## src/rtl/deadtime_generator_4bit_pkg.sv

```systemverilog
// Shared types and constants for the two-leg dead-time generator.
// Leg FSM state encoding and gate bit positions on the top-level o_gate bus.
package deadtime_generator_4bit_pkg;

  typedef enum logic [2:0] {
    IDLE = 3'd0,
    DT_H = 3'd1,
    HIGH = 3'd2,
    DT_L = 3'd3,
    LOW  = 3'd4
  } leg_state_t;

  localparam int unsigned LEG0_H = 0;
  localparam int unsigned LEG0_L = 1;
  localparam int unsigned LEG1_H = 2;
  localparam int unsigned LEG1_L = 3;

endpackage

```

## src/rtl/deadtime_generator_4bit_leg.sv

```systemverilog
// One half-bridge leg: dead-time insertion and minimum on-time enforcement.
// Outputs are registered and follow the state being entered on each edge.
module deadtime_leg
  import deadtime_generator_4bit_pkg::*;
#(
  parameter int unsigned CNT_W = 16
) (
  input  logic             i_clk,
  input  logic             i_reset,
  input  logic             i_enable,
  input  logic             i_cmd,
  input  logic [CNT_W-1:0] dead_time,
  input  logic [CNT_W-1:0] min_on,
  output logic             o_high,
  output logic             o_low,
  output logic             o_dead
);

  localparam logic [CNT_W-1:0] ONE = {{(CNT_W-1){1'b0}}, 1'b1};

  leg_state_t       state;
  logic [CNT_W-1:0] dt_cnt;
  logic [CNT_W-1:0] on_cnt;
  logic [CNT_W-1:0] dt_load;
  logic [CNT_W-1:0] on_min;
  logic             on_done;

  // Zero-valued settings behave as one cycle.
  always_comb begin
    dt_load = (dead_time == '0) ? ONE : dead_time;
    on_min  = (min_on == '0) ? ONE : min_on;
    on_done = (on_cnt >= on_min);
  end

  always_ff @(posedge i_clk) begin
    if (!i_reset || !i_enable) begin
      state  <= IDLE;
      dt_cnt <= '0;
      on_cnt <= '0;
      o_high <= 1'b0;
      o_low  <= 1'b0;
      o_dead <= 1'b0;
    end else begin
      case (state)
        IDLE: begin
          dt_cnt <= dt_load;
          o_dead <= 1'b1;
          state  <= i_cmd ? DT_H : DT_L;
        end
        DT_H: begin
          if (dt_cnt == ONE) begin
            state  <= HIGH;
            on_cnt <= ONE;
            o_dead <= 1'b0;
            o_high <= 1'b1;
          end else begin
            dt_cnt <= dt_cnt - ONE;
          end
        end
        HIGH: begin
          if (!i_cmd && on_done) begin
            state  <= DT_L;
            dt_cnt <= dt_load;
            on_cnt <= '0;
            o_high <= 1'b0;
            o_dead <= 1'b1;
          end else if (on_cnt != '1) begin
            on_cnt <= on_cnt + ONE;
          end
        end
        DT_L: begin
          if (dt_cnt == ONE) begin
            state  <= LOW;
            on_cnt <= ONE;
            o_dead <= 1'b0;
            o_low  <= 1'b1;
          end else begin
            dt_cnt <= dt_cnt - ONE;
          end
        end
        LOW: begin
          if (i_cmd && on_done) begin
            state  <= DT_H;
            dt_cnt <= dt_load;
            on_cnt <= '0;
            o_low  <= 1'b0;
            o_dead <= 1'b1;
          end else if (on_cnt != '1) begin
            on_cnt <= on_cnt + ONE;
          end
        end
        default: begin
          state  <= IDLE;
          dt_cnt <= '0;
          on_cnt <= '0;
          o_high <= 1'b0;
          o_low  <= 1'b0;
          o_dead <= 1'b0;
        end
      endcase
    end
  end

endmodule

```

## src/rtl/deadtime_generator_4bit.sv

```systemverilog
// Two independent half-bridge legs turning switching commands into four
// gate drives with programmable dead time and minimum on-time.
module deadtime_generator_4bit
  import deadtime_generator_4bit_pkg::*;
#(
  parameter int unsigned CNT_W = 16
) (
  input  logic             i_clk,
  input  logic             i_reset,
  input  logic             i_enable,
  input  logic [1:0]       i_cmd,
  input  logic [CNT_W-1:0] dead_time,
  input  logic [CNT_W-1:0] min_on,
  output logic [3:0]       o_gate,
  output logic [1:0]       o_dead
);

  deadtime_leg #(.CNT_W(CNT_W)) u_leg0 (
    .i_clk     (i_clk),
    .i_reset   (i_reset),
    .i_enable  (i_enable),
    .i_cmd     (i_cmd[0]),
    .dead_time (dead_time),
    .min_on    (min_on),
    .o_high    (o_gate[LEG0_H]),
    .o_low     (o_gate[LEG0_L]),
    .o_dead    (o_dead[0])
  );

  deadtime_leg #(.CNT_W(CNT_W)) u_leg1 (
    .i_clk     (i_clk),
    .i_reset   (i_reset),
    .i_enable  (i_enable),
    .i_cmd     (i_cmd[1]),
    .dead_time (dead_time),
    .min_on    (min_on),
    .o_high    (o_gate[LEG1_H]),
    .o_low     (o_gate[LEG1_L]),
    .o_dead    (o_dead[1])
  );

endmodule

```

## config.mk

```make
export PLATFORM = sky130hd
export DESIGN_NAME = deadtime_generator_4bit
export DESIGN_NICKNAME = d
export VERILOG_FILES = /design/src/rtl/deadtime_generator_4bit_pkg.sv /design/src/rtl/deadtime_generator_4bit_leg.sv /design/src/rtl/deadtime_generator_4bit.sv
export SDC_FILE = /design/constraint.sdc
export NUM_CORES = 1
export LEC_CHECK = 0
export ABC_CLOCK_PERIOD_IN_PS = 6900
export BUFFER_PORTS_ARGS = -buffer_cell sky130_fd_sc_hd__buf_4
export CORE_MARGIN = 5
export CORE_UTILIZATION = 50
export DETAILED_ROUTE_END_ITERATION = 10
export PLACE_DENSITY = 0.77
export SLEW_MARGIN = 20
export SYNTH_ARGS = -nofsm -noshare
export SYNTH_HDL_FRONTEND = slang
export SYNTH_SLANG_ARGS = --single-unit
```

## constraint.sdc

```tcl
create_clock -name i_clk -period 6.9 [get_ports i_clk]
set_clock_uncertainty 0.05 [all_clocks]
set_input_delay 1.035 -clock i_clk [delete_from_list [all_inputs] [get_ports i_clk]]
set_output_delay 1.035 -clock i_clk [all_outputs]
set_load 0.1 [all_outputs]
```

==> After elaboration in Yosys (flattened, before gate mapping) <==
Index checks and enable logic that the tools add are counted.
{ "classes": {"n_div": 0, "n_bitwise": 6, "addsub": 4, "mux": 50, "n_eq_ne": 24, "n_mul": 0, "n_reduce_logical": 31, "n_shift": 0, "order_cmp": 2} }
{ "ops": {"columns": ["operator", "count"], "rows": [
  ["$mux W16", 16],
  ["$pmux W16 S4", 4],
  ["$add A16 B1 Y16 const B", 2],
  ["$eq A16 B1 Y1 const B", 2],
  ["$ge A16 B16 Y1", 2],
  ["$logic_not A16 Y1", 2],
  ["$ne A16 B16 Y1 const B", 2],
  ["$sub A16 B1 Y16 const B", 2],
  ["$pmux W3 S5", 2],
  ["$mux W3", 8],
  ["$reduce_and A3 Y1", 8],
  ["$ne A2 B1 Y1 const B", 10],
  ["$eq A3 B2 Y1 const B", 4],
  ["$mux W1", 12],
  ["$pmux W1 S3", 4],
  ["$reduce_or A3 Y1", 4],
  ["$pmux W1 S4", 2],
  ["$reduce_and A4 Y1", 2],
  ["$eq A3 B1 Y1 const B", 2],
  ["$eq A3 B3 Y1 const B", 2],
  ["$logic_not A3 Y1", 2],
  ["$not A1 Y1", 6],
  ["$logic_and A1 B1 Y1", 4],
  ["$logic_not A1 Y1", 4],
  ["other kinds (5)", 9]
]} }
{ "word_totals": {"ramBits": 0, "out_inout_bits": 6, "latchBits": 0, "mem_bits_ro": 0, "regBits": 76, "n_memories": 0, "inputBits": 37} }

==> Depth between registers and ports, before layout <==
Gate-level depths: netlist of the first run.
{ "logic_depth": {"word_depth": 6, "depth_mapped": 11, "depth_no_buf": 10} }

==> Modules after synthesis <==
Synthesis of the first run repeated with hierarchy kept, for this count alone.
{ "unflattened": {"hier_cells": 704, "hier_area_um2": 5515.3} }
{ "modules_own_cells": {"columns": ["module", "seq_area_each_um2", "cells_each", "area_per_inst_um2", "instances"], "rows": [
  ["deadtime_leg at u_leg0", 760.7, 360, 2800.2, 1],
  ["deadtime_leg at u_leg1", 760.7, 344, 2715.1, 1]
]} }

==> Worst setup path before layout of the first run <==
Ideal clock, no wire load.
{ "synth_path": {"kind": "input-to-reg", "start": "input min_on[8]", "end": "register u_leg0.dt_cnt[14]", "slack_ps": 3608, "cell_stages": 11, "setup_ps": 132, "n_path_buf": 1, "required_ps": 6718, "t_arrival_ps": 3110, "cell_sequence": "nor4_1 a41o_1 ha_1 nand2b_1 a2111oi_0 nand3b_1 and4_1 o311ai_2 buf_2 mux2i_1 a21oi_1"} }
{ "synth_between": {"elab_chain_len": 6, "word_cells_on_any_way": 8, "cone_classes": "1 x order compare; 2 x eq/ne; 1 x mux; 4 x reduce/logical"} }
{ "synth_lines": {"columns": ["element", "line", "source"], "rows": [
  ["start: declaration", "deadtime_generator_4bit.sv:13", "input logic [CNT_W-1:0] min_on,"],
  ["$logic_not A16 Y1", "deadtime_generator_4bit_leg.sv:31", "on_min = (min_on == '0) ? ONE : min_on;"],
  ["$mux W16 (*)", "deadtime_generator_4bit_leg.sv:31", null],
  ["$ge A16 B16 Y1 (*)", "deadtime_generator_4bit_leg.sv:32", "on_done = (on_cnt >= on_min);"],
  ["$logic_and A1 B1 Y1 (on tied branches)", "deadtime_generator_4bit_leg.sv:82, deadtime_generator_4bit_leg.sv:61", null],
  ["$ne A2 B1 Y1 (no line)", null, null],
  ["$reduce_and A3 Y1 (no line) (*)", null, null],
  ["end signal: assignment", "deadtime_generator_4bit_leg.sv:46", "dt_cnt <= dt_load;"],
  ["end signal: assignment", "deadtime_generator_4bit_leg.sv:78", "dt_cnt <= dt_cnt - ONE;"],
  ["end signal: assignment", "deadtime_generator_4bit_leg.sv:84", "dt_cnt <= dt_load;"],
  ["end: declaration", "deadtime_generator_4bit_leg.sv:22", "logic [CNT_W-1:0] dt_cnt;"]
]} }
Every way passes the cells marked *; elsewhere a longest branch is shown, timed or not.
A chain may end at the register's enable or synchronous reset.

==> Worst setup path after layout of the first run <==
{ "layout_path": {"start": "input min_on[4]", "end": "register u_leg1.on_cnt[12]"} }
{ "layout_between": {"elab_chain_len": 6, "word_cells_on_any_way": 8, "cone_classes": "1 x order compare; 4 x mux; 3 x reduce/logical"} }
{ "layout_lines": {"columns": ["element", "line", "source"], "rows": [
  ["$logic_not A16 Y1", "deadtime_generator_4bit_leg.sv:31", null],
  ["$mux W16 (*)", "deadtime_generator_4bit_leg.sv:31", null],
  ["$ge A16 B16 Y1 (*)", "deadtime_generator_4bit_leg.sv:32", null],
  ["$logic_and A1 B1 Y1 (on tied branches)", "deadtime_generator_4bit_leg.sv:82, deadtime_generator_4bit_leg.sv:61", null],
  ["$mux W16 (on tied branches)", "deadtime_generator_4bit_leg.sv:82, deadtime_generator_4bit_leg.sv:61", null],
  ["$pmux W16 S4 (*)", "deadtime_generator_4bit_leg.sv:44", "case (state)"],
  ["end signal: assignment", "deadtime_generator_4bit_leg.sv:68", "on_cnt <= on_cnt + ONE;"],
  ["end signal: assignment", "deadtime_generator_4bit_leg.sv:89", "on_cnt <= on_cnt + ONE;"],
  ["end: declaration", "deadtime_generator_4bit_leg.sv:23", "logic [CNT_W-1:0] on_cnt;"]
]} }
Marked as above.

==> impl_metrics.ini, run 1 <==
[power]
p_sw_share_pct = 32.28
intPower_uw = 720.0
powerDensity_nw_per_um2 = 182.7
power.leakage_nw = 2.331
p_seq_share_pct = 44.6
power.share.clock_pct = 33.2
peakVddDrop_mv = 0.08219
comb_power_share_pct = 22.1
switching_power_uw = 343.1

[cells_and_area]
fin_nets = 773
diodes = 0
drive_above_1_share_pct = 11.81
layout_commonest_cell = nor2_1
seqCellArea_um2 = 1521
multi_input_area_um2 = 3455
synthToLayoutAreaGrowth_pct = 10.55
mostFrequentLayoutCells = 85 x nor2_1, 76 x dfxtp_1, 51 x a21oi_1
num-fill-cells = 923
fin_area_um2 = 5821

[critical_path]
crit_path_top_delay_cell = nand2_2
cp_num_cells = 11
required_ns = 7.11
cp_common_cell = nor4_1
crit_path_start_kind = input port
worst-r2r-cell-count = 7
cp_slowest_stage_delay_ns = 0.51
path_cells = buf_4 -> nor4_1 -> a41o_1 -> ha_1 -> nand2b_1 -> a21o_1 -> a211oi_1 -> o221ai_2 -> nand2_2 -> a41oi_1 -> nor4_1
cp.arrival_ns = 4.04
worst-path-buf-inv = 1
critPathTopFamily = compound AO/OA/AOI/OAI gates
cp_max_fo = 28
critPathKind = in -> reg
cp-end-kind = register

[yosys]
yosysTopAreaCellShare_pct = 28.90
synth_nets = 755
synth_seq_cells = 76
postSynthAreaPerCell_um2 = 7.743
synth.distinct_cells = 68
synth_top_cell_by_area = dfxtp_1
yosysWarningCount = 0
synth-main-ff-cell = dfxtp_1
syn_area_um2 = 5265
ys_seq_area_share_pct = 28.90
ys_async_sr_fraction_pct = 0
synth-edff-count = 0
netlist_instances = 680
synthTopCellsByArea = dfxtp_1 29%, ha_1 9.0%, nor2_1 6.1%

[placed_design]
place_congestion = 0.8853
hpwl_um = 10110
io_buffers = 42
postPlaceCellArea_um2 = 5602

[timing]
hold_viol_final = 0
min_period_over_period_pct = 55.51
slew_violations = 0
worst_pin_slew_ns = 0.7377
max_slew_margin_pct = 50.82
fmaxAchievable_mhz = 261.1
grt_setup_unrepaired = false
finalCriticalPeriod_ns = 3.830
fin_tns_setup_ns = 0
setup_viol = 0

[route]
dr_wl_met2_um = 6575
firstDrtPassIters = 5
routed_via_density = 6.247
wl_um = 14040
drc = 0
dr_total_vias = 5241
drt-initial-drc-count = 517
top_layer = met4
ant_nets = 0
wl_met1_um = 6197
wl_per_cell_um = 16.73
route.met3.wl_um = 994

[clocking]
path_clk_slew_ns = 0.08
cts_hold_buffers = 0
clk_latency_ns = 0.36
postCtsSetupBuffers = 0
h-tree-depth = 3
cts_tree = yes
post_cts_resized = 0
ctsLongestPathBuffers = 2
root_buffer = clkbuf_8
cts.sinks = 76
cts_buffers = 9

[floorplanning]
die_x_um = 112.6
dieArea_um2 = 12680
initial_core_util_pct = 51.23
rows = 37
die_h_um = 112.6
pin_count = 43
core_area_um2 = 10280

[global_route]
grt_pass1_wl_um = 23610
grt_use_total_pct = 22.03
grt_max_degree = 61
grt_pass1_vias = 4900
gr-total-overflow = 0
antenna_found_initial = 0

[status]
status = completed

[run]
maxCapViolCount = 0

[min_path]
min_path_type = reg -> reg
holdPathStages = 2
[logic make-up (layout without fill, tap and decap cells)]
group	count (synthesis)	count (layout)	synth area share, %
and+or+nand+nor	274	274	26.78
AOI/OAI and AO/OA	188	188	23.81
DFF	76	76	28.90
buffers and inverters	71	94	5.846
adders and majority gates	38	38	9.030
xor gates and xnor gates	28	28	4.658
muxes	5	5	0.9743
[power groups by stage]
stage | logic, mW | registers [mW] | clock network [mW]
after floorplan | 0.174 | 0.477 | 0
after global placement | 0.223 | 0.483 | 0
after detailed placement | 0.229 | 0.484 | 0
after CTS | 0.231 | 0.474 | 0.353
after global routing | 0.259 | 0.478 | 0.376
final | 0.235 | 0.475 | 0.353
[per-layer routing]
layer | GRT usage (%) | up-vias
li1 | - | 2551
met1 | 29.38 | 2456
met2 | 35.86 | 209
met3 | 4.528 | 25
met4 | 6.571 | 0
met5 | 0 | -
[worst min-delay path: stages, from the launching register on]
cell	delay, ns
dfxtp_1	0.32
o21ai_0	0.07
a21oi_1	0.06
[path summary, 6_finish.rpt]
kind,start,endpoint,slack (ns)
max,min_on[4],u_leg1.on_cnt[12],3.07
min,u_leg0.o_dead,u_leg0.o_dead,0.44
max reg2reg,u_leg1.on_cnt[13],u_leg1.dt_cnt[11],3.56
min reg2reg,u_leg0.o_dead,u_leg0.o_dead,0.44
[layout make-up]
type | instances | share of cell area (%)
Sequential cell | 76 | 26.14
Clock buffer | 10 | 2.365
Timing Repair Buffer | 47 | 6.126
Multi-Input combinational cell | 533 | 59.35
Tap cell | 136 | 2.923
Clock inverter | 6 | 1.096
Inverter | 31 | 1.999
[registers in the layout, indices dropped and copies added, names as in the netlist, 3 cells and up]
name           count
u_leg1.dt_cnt     16
u_leg0.state       3
u_leg0.on_cnt     16
u_leg0.dt_cnt     16
u_leg1.on_cnt     16
u_leg1.state       3
[stage by stage]
step           total power [mW]  worst slack, ns  cells  hold slack, ns  utilization (%)
2_1_floorplan            0.6509            3.608    680          0.4005                -
3_3_place_gp             0.7059            2.879    822          0.4168            54.50
3_5_place_dp             0.7132            2.648    822          0.4204            54.50
4_1_cts                   1.058            3.015    838          0.4408            56.46
5_1_grt                   1.112            2.862    839          0.4805            56.64
6_report                  1.063            3.070    839          0.4406            56.64
[cells in the mapped netlist (6+ instances only)]
cell type	number
nor4_1	10
dfxtp_1	76
buf_2	6
nand4_1	16
clkbuf_1	26
ha_1	38
inv_1	31
a22oi_1	15
nand2_1	44
o31ai_1	8
o21ai_0	34
xor2_1	17
nand3_1	26
xnor2_1	11
buf_4	7
o211ai_1	8
or3_1	7
and3_1	12
a21oi_1	52
a31oi_1	15
nor3_1	28
nor2_1	86
a211oi_1	16
nand2b_1	9
No activity file was read; power rests on OpenSTA's default activity.
==> run 2: changes to the inputs <==
Settings changed: ABC_CLOCK_PERIOD_IN_PS 6900 to 3400, PLACE_DENSITY 0.77 to 0.8.
Clock period 6.9 ns to 3.4 ns, I/O delays scaled along.
==> run 2 against run 1 <==
Compared with the run above:
- combinational power is 110% higher
- utilization is 0.50 points higher
- via count is 0.82% higher
- largest power group unchanged
- sequential cell count stayed put
- design area is 0.88% higher
- highest routed layer unchanged
- register-to-register slack worse by 3.2 ns
==> impl_metrics.ini, run 2 (synthesis gave the netlist of run 1 again) <==
[status]
status = completed

[critical_path]
cp_max_fo = 8
cp_slowest_stage_delay_ns = 0.42
critPathKind = in -> reg
required_ns = 3.62
crit_path_start_kind = input port
cp.arrival_ns = 3.31
path_cells = buf_4 -> nor4_1 -> a41o_1 -> ha_1 -> nand2b_1 -> a2111oi_0 -> nand3b_1 -> and4_1 -> o211a_1 -> buf_4 -> a41oi_1 -> nor3_1
cp_common_cell = buf_4
crit_path_top_delay_cell = a2111oi_0
cp-end-kind = register

[clocking]
cts.sinks = 76
clk_latency_ns = 0.35
h-tree-depth = 3
ctsLongestPathBuffers = 2
root_buffer = clkbuf_8
cts_tree = yes
cts_hold_buffers = 0
cts_buffers = 9
post_cts_resized = 0
postCtsSetupBuffers = 0
path_clk_slew_ns = 0.08

[power]
p_seq_share_pct = 45.6
powerDensity_nw_per_um2 = 360.3
switching_power_uw = 659.6
power.leakage_nw = 2.377
p_sw_share_pct = 31.18
intPower_mw = 1.456
power.share.clock_pct = 31.2
peakVddDrop_mv = 0.1539
comb_power_share_pct = 23.2

[cells_and_area]
layout_commonest_cell = nor2_1
fin_nets = 783
fin_util_pct = 57.13
drive_above_1_share_pct = 12.50
synthToLayoutAreaGrowth_pct = 11.53
diodes = 0
mostFrequentLayoutCells = 86 x nor2_1, 76 x dfxtp_1, 57 x buf_4

[run]
maxCapViolCount = 0

[floorplanning]
die_h_um = 112.6
die_x_um = 112.6
initial_core_util_pct = 51.23
dieArea_um2 = 12680
core_area_um2 = 10280
rows = 37
pin_count = 43

[placed_design]
io_buffers = 42
hpwl_um = 10520
place_congestion = 0.8862

[route]
dr_total_vias = 5284
ant_nets = 0
drc = 0
firstDrtPassIters = 5
wl_um = 14150
drt-initial-drc-count = 494
wl_per_cell_um = 16.69
routed_via_density = 6.231

[global_route]
grt_pass1_vias = 5027
gr-total-overflow = 0
antenna_found_initial = 0
grt_use_total_pct = 22.29
grt_max_degree = 41
grt_pass1_wl_um = 23940

[timing]
min_period_over_period_pct = 90.92
slew_violations = 0
setup_viol = 0
finalCriticalPeriod_ns = 3.091
grt_setup_unrepaired = false
hold_viol_final = 0
fmaxAchievable_mhz = 323.5
max_slew_margin_pct = 44.77
worst_pin_slew_ns = 0.8255
fin_tns_setup_ns = 0

[min_path]
min_path_type = reg -> reg
## run 2: final cells by class
type                            count  area [um^2]
Fill cell                         935         4405
Clock buffer                       14        182.7
Sequential cell                    76         1521
Multi-Input combinational cell    533         3448
Clock inverter                      1        5.005
Timing Repair Buffer               57        427.9
Inverter                           31        116.4
Tap cell                          136        170.2
## run 2: stage by stage
step / instances / power (mW) / setup slack (ns) / cell area (um^2) / hold WS, ns
3_5_place_dp: 833 / 1.461 / 0.07380 / 5684 / 0.4229
4_1_cts: 848 / 2.114 / 0.4158 / 5872 / 0.4336
2_1_floorplan: 680 / 1.321 / 0.6332 / 5265 / 0.4005
3_3_place_gp: 833 / 1.444 / 0.2441 / 5684 / 0.4078
6_report: 848 / 2.115 / 0.3089 / 5872 / 0.4378
5_1_grt: 848 / 2.223 / 0.1256 / 5872 / 0.4683
## run 2: layer usage
| layer | part of all wire [%] | vias up | track usage, % | routed length [um] |
|---|---|---|---|---|
| met2 | 48 | 215 | 36.65 | 6788 |
| met1 | 44 | 2484 | 29.72 | 6240 |
| met4 | 1.8 | 0 | 8.654 | 250 |
| met5 | 0 | - | 0 | 0 |
| met3 | 6.2 | 21 | 2.803 | 872 |
| li1 | - | 2564 | - | - |
## run 2: final timing paths
check | cells after the start | startpoint | slack [ns] | to
max | 12 | min_on[3] | 0.31 | u_leg0.on_cnt[12]
min | 2 | u_leg0.o_dead | 0.44 | u_leg0.o_dead
max reg2reg | 8 | u_leg1.on_cnt[13] | 0.40 | u_leg1.dt_cnt[12]
min reg2reg | 2 | u_leg0.o_dead | 0.44 | u_leg0.o_dead
## run 2: critical path: cells and delay by family
kind | cells | cell delay (ns)
buffers and inverters | 2 | 0.30
adders and majority gates | 1 | 0.23
and+or+nand+nor | 5 | 1.14
AOI/OAI and AO/OA | 4 | 1.11
## run 2: power groups by stage
stage / Combinational [mW] / Sequential (mW) / Clock, mW
6_report: 0.490 / 0.965 / 0.661
5_1_grt: 0.539 / 0.969 / 0.715
4_1_cts: 0.482 / 0.963 / 0.669
3_5_place_dp: 0.478 / 0.983 / 0
3_3_place_gp: 0.463 / 0.981 / 0
2_1_floorplan: 0.353 / 0.968 / 0
==> run 3: changes to the inputs <==
Settings changed: CORE_ASPECT_RATIO set to 1.4.
==> run 3 against run 2 <==
Compared with the run above:
- die area increased by 0.23%
- design area increased by 2.7%
- maximum frequency grew 1.9%
- register-to-register slack got worse by 0.03 ns
- critical path type is now reg -> reg
- largest power group is now the clock network
==> impl_metrics.ini, run 3 (synthesis gave the netlist of run 1 again) <==
[power]
p_total_mw = 2.561
switching_power_uw = 731.0
power.share.clock_pct = 43.0
peakVddDrop_mv = 0.2883
powerDensity_nw_per_um2 = 424.5
intPower_mw = 1.830
comb_power_share_pct = 19.2
p_sw_share_pct = 28.54
p_seq_share_pct = 37.7
power.leakage_nw = 2.438

[floorplanning]
die_x_um = 96.73
die_h_um = 131.4
initial_core_util_pct = 50.87
rows = 44
dieArea_um2 = 12710
core_area_um2 = 10350
pin_count = 43

[global_route]
grt_pass1_wl_um = 24960
gr-total-overflow = 0
grt_use_total_pct = 23.18
antenna_found_initial = 0
grt_max_degree = 39
grt_pass1_vias = 5265

[placed_design]
io_buffers = 42
place_congestion = 0.9337
dp.cells = 834
hpwl_um = 10890

[clocking]
cts_hold_buffers = 0
h-tree-depth = 3
cts.sinks = 76
cts_tree = yes
root_buffer = clkbuf_16
ctsLongestPathBuffers = 2
clk_latency_ns = 0.35
post_cts_resized = 0
postCtsSetupBuffers = 0
cts_buffers = 9
path_clk_slew_ns = 0.06

[cells_and_area]
instances_no_fill = 850
fin_util_pct = 58.28
synthToLayoutAreaGrowth_pct = 14.57
mostFrequentLayoutCells = 86 x nor2_1, 76 x dfxtp_1, 55 x buf_4
multi_input_area_um2 = 3448
fin_nets = 782
diodes = 0
layout_commonest_cell = nor2_1
num-fill-cells = 986
seqCellArea_um2 = 1521
drive_above_1_share_pct = 12.64

[critical_path]
cp.arrival_ns = 3.26
required_ns = 3.63
cp-end-kind = register
crit_path_start_kind = register
cp_max_fo = 16
worst-r2r-cell-count = 8
critPathKind = reg -> reg

[timing]
grt_setup_unrepaired = false
min_period_over_period_pct = 89.20
finalCriticalPeriod_ns = 3.033
worst_pin_slew_ns = 0.7818
max_slew_margin_pct = 47.70
hold_viol_final = 0
setup_viol = 0
slew_violations = 0
fmaxAchievable_mhz = 329.7
fin_tns_setup_ns = 0

[route]
ant_nets = 0
wl_per_cell_um = 17.41
firstDrtPassIters = 4
drt-initial-drc-count = 423
wl_um = 14800
dr_total_vias = 5400
drc = 0
routed_via_density = 6.353

[status]
status = completed

[min_path]
min_path_type = reg -> reg
holdPathStages = 2

[run]
maxCapViolCount = 0
-- run 3: cell count changes in the layout (fill, tap and decap cells not counted), sizes merged --
cell and delta:
buf -1, clkinv +1, clkinvlp +2, clkbuf -5, bufinv +3
-- run 3: worst max-delay path, cell delays in order (launching register included) --
cell and delay, ns:
dfxtp_1 0.39, ha_1 0.35, nand4_1 0.21, or4_1 0.63, o221ai_2 0.22, buf_4 0.23, nand3_2 0.32, or3_1 0.46
o211ai_1 0.09
-- run 3: per-layer routing --
layer | part of all wire (%) | global-route usage, % | up-vias
met2 | 49 | 39.32 | 236
li1 | - | - | 2567
met3 | 6.2 | 3.287 | 47
met5 | 0 | 0 | -
met1 | 40 | 27.47 | 2550
met4 | 4.3 | 14.13 | 0
-- run 3: stage by stage --
stage                     worst slack [ns]  hold slack, ns  cell area, um^2
after detailed placement            0.1051          0.4375             5692
after global placement              0.1427          0.4111             5692
final                               0.3670          0.4468             6032
after CTS                           0.4027          0.4458             6032
after floorplan                     0.6332          0.4005             5265
after global routing                0.1291          0.4735             6032
-- run 3: cell type report --
cell class	count	area share (%)
inverters	31	1.929
well taps	138	2.862
multi-input cells	533	57.17
clock buffers	9	3.734
repair buffers	56	7.177
flip-flops and latches	76	25.22
clock inverters	7	1.908
-- run 3: final timing paths --
check,startpoint,to,slack [ns]
setup / recovery,u_leg1.on_cnt[13],u_leg1.dt_cnt[7],0.37
setup reg to reg,u_leg1.on_cnt[13],u_leg1.dt_cnt[7],0.37
hold reg to reg,u_leg1.o_low,u_leg1.o_low,0.45
hold / removal,u_leg1.o_low,u_leg1.o_low,0.45
-- run 3: power groups by stage --
stage | clock network, mW | logic, mW | registers (mW)
CTS | 1.11 | 0.486 | 0.964
floorplan | 0 | 0.353 | 0.968
global placement | 0 | 0.467 | 0.982
detailed placement | 0 | 0.484 | 0.984
global route | 1.16 | 0.545 | 0.970
finish | 1.10 | 0.493 | 0.966
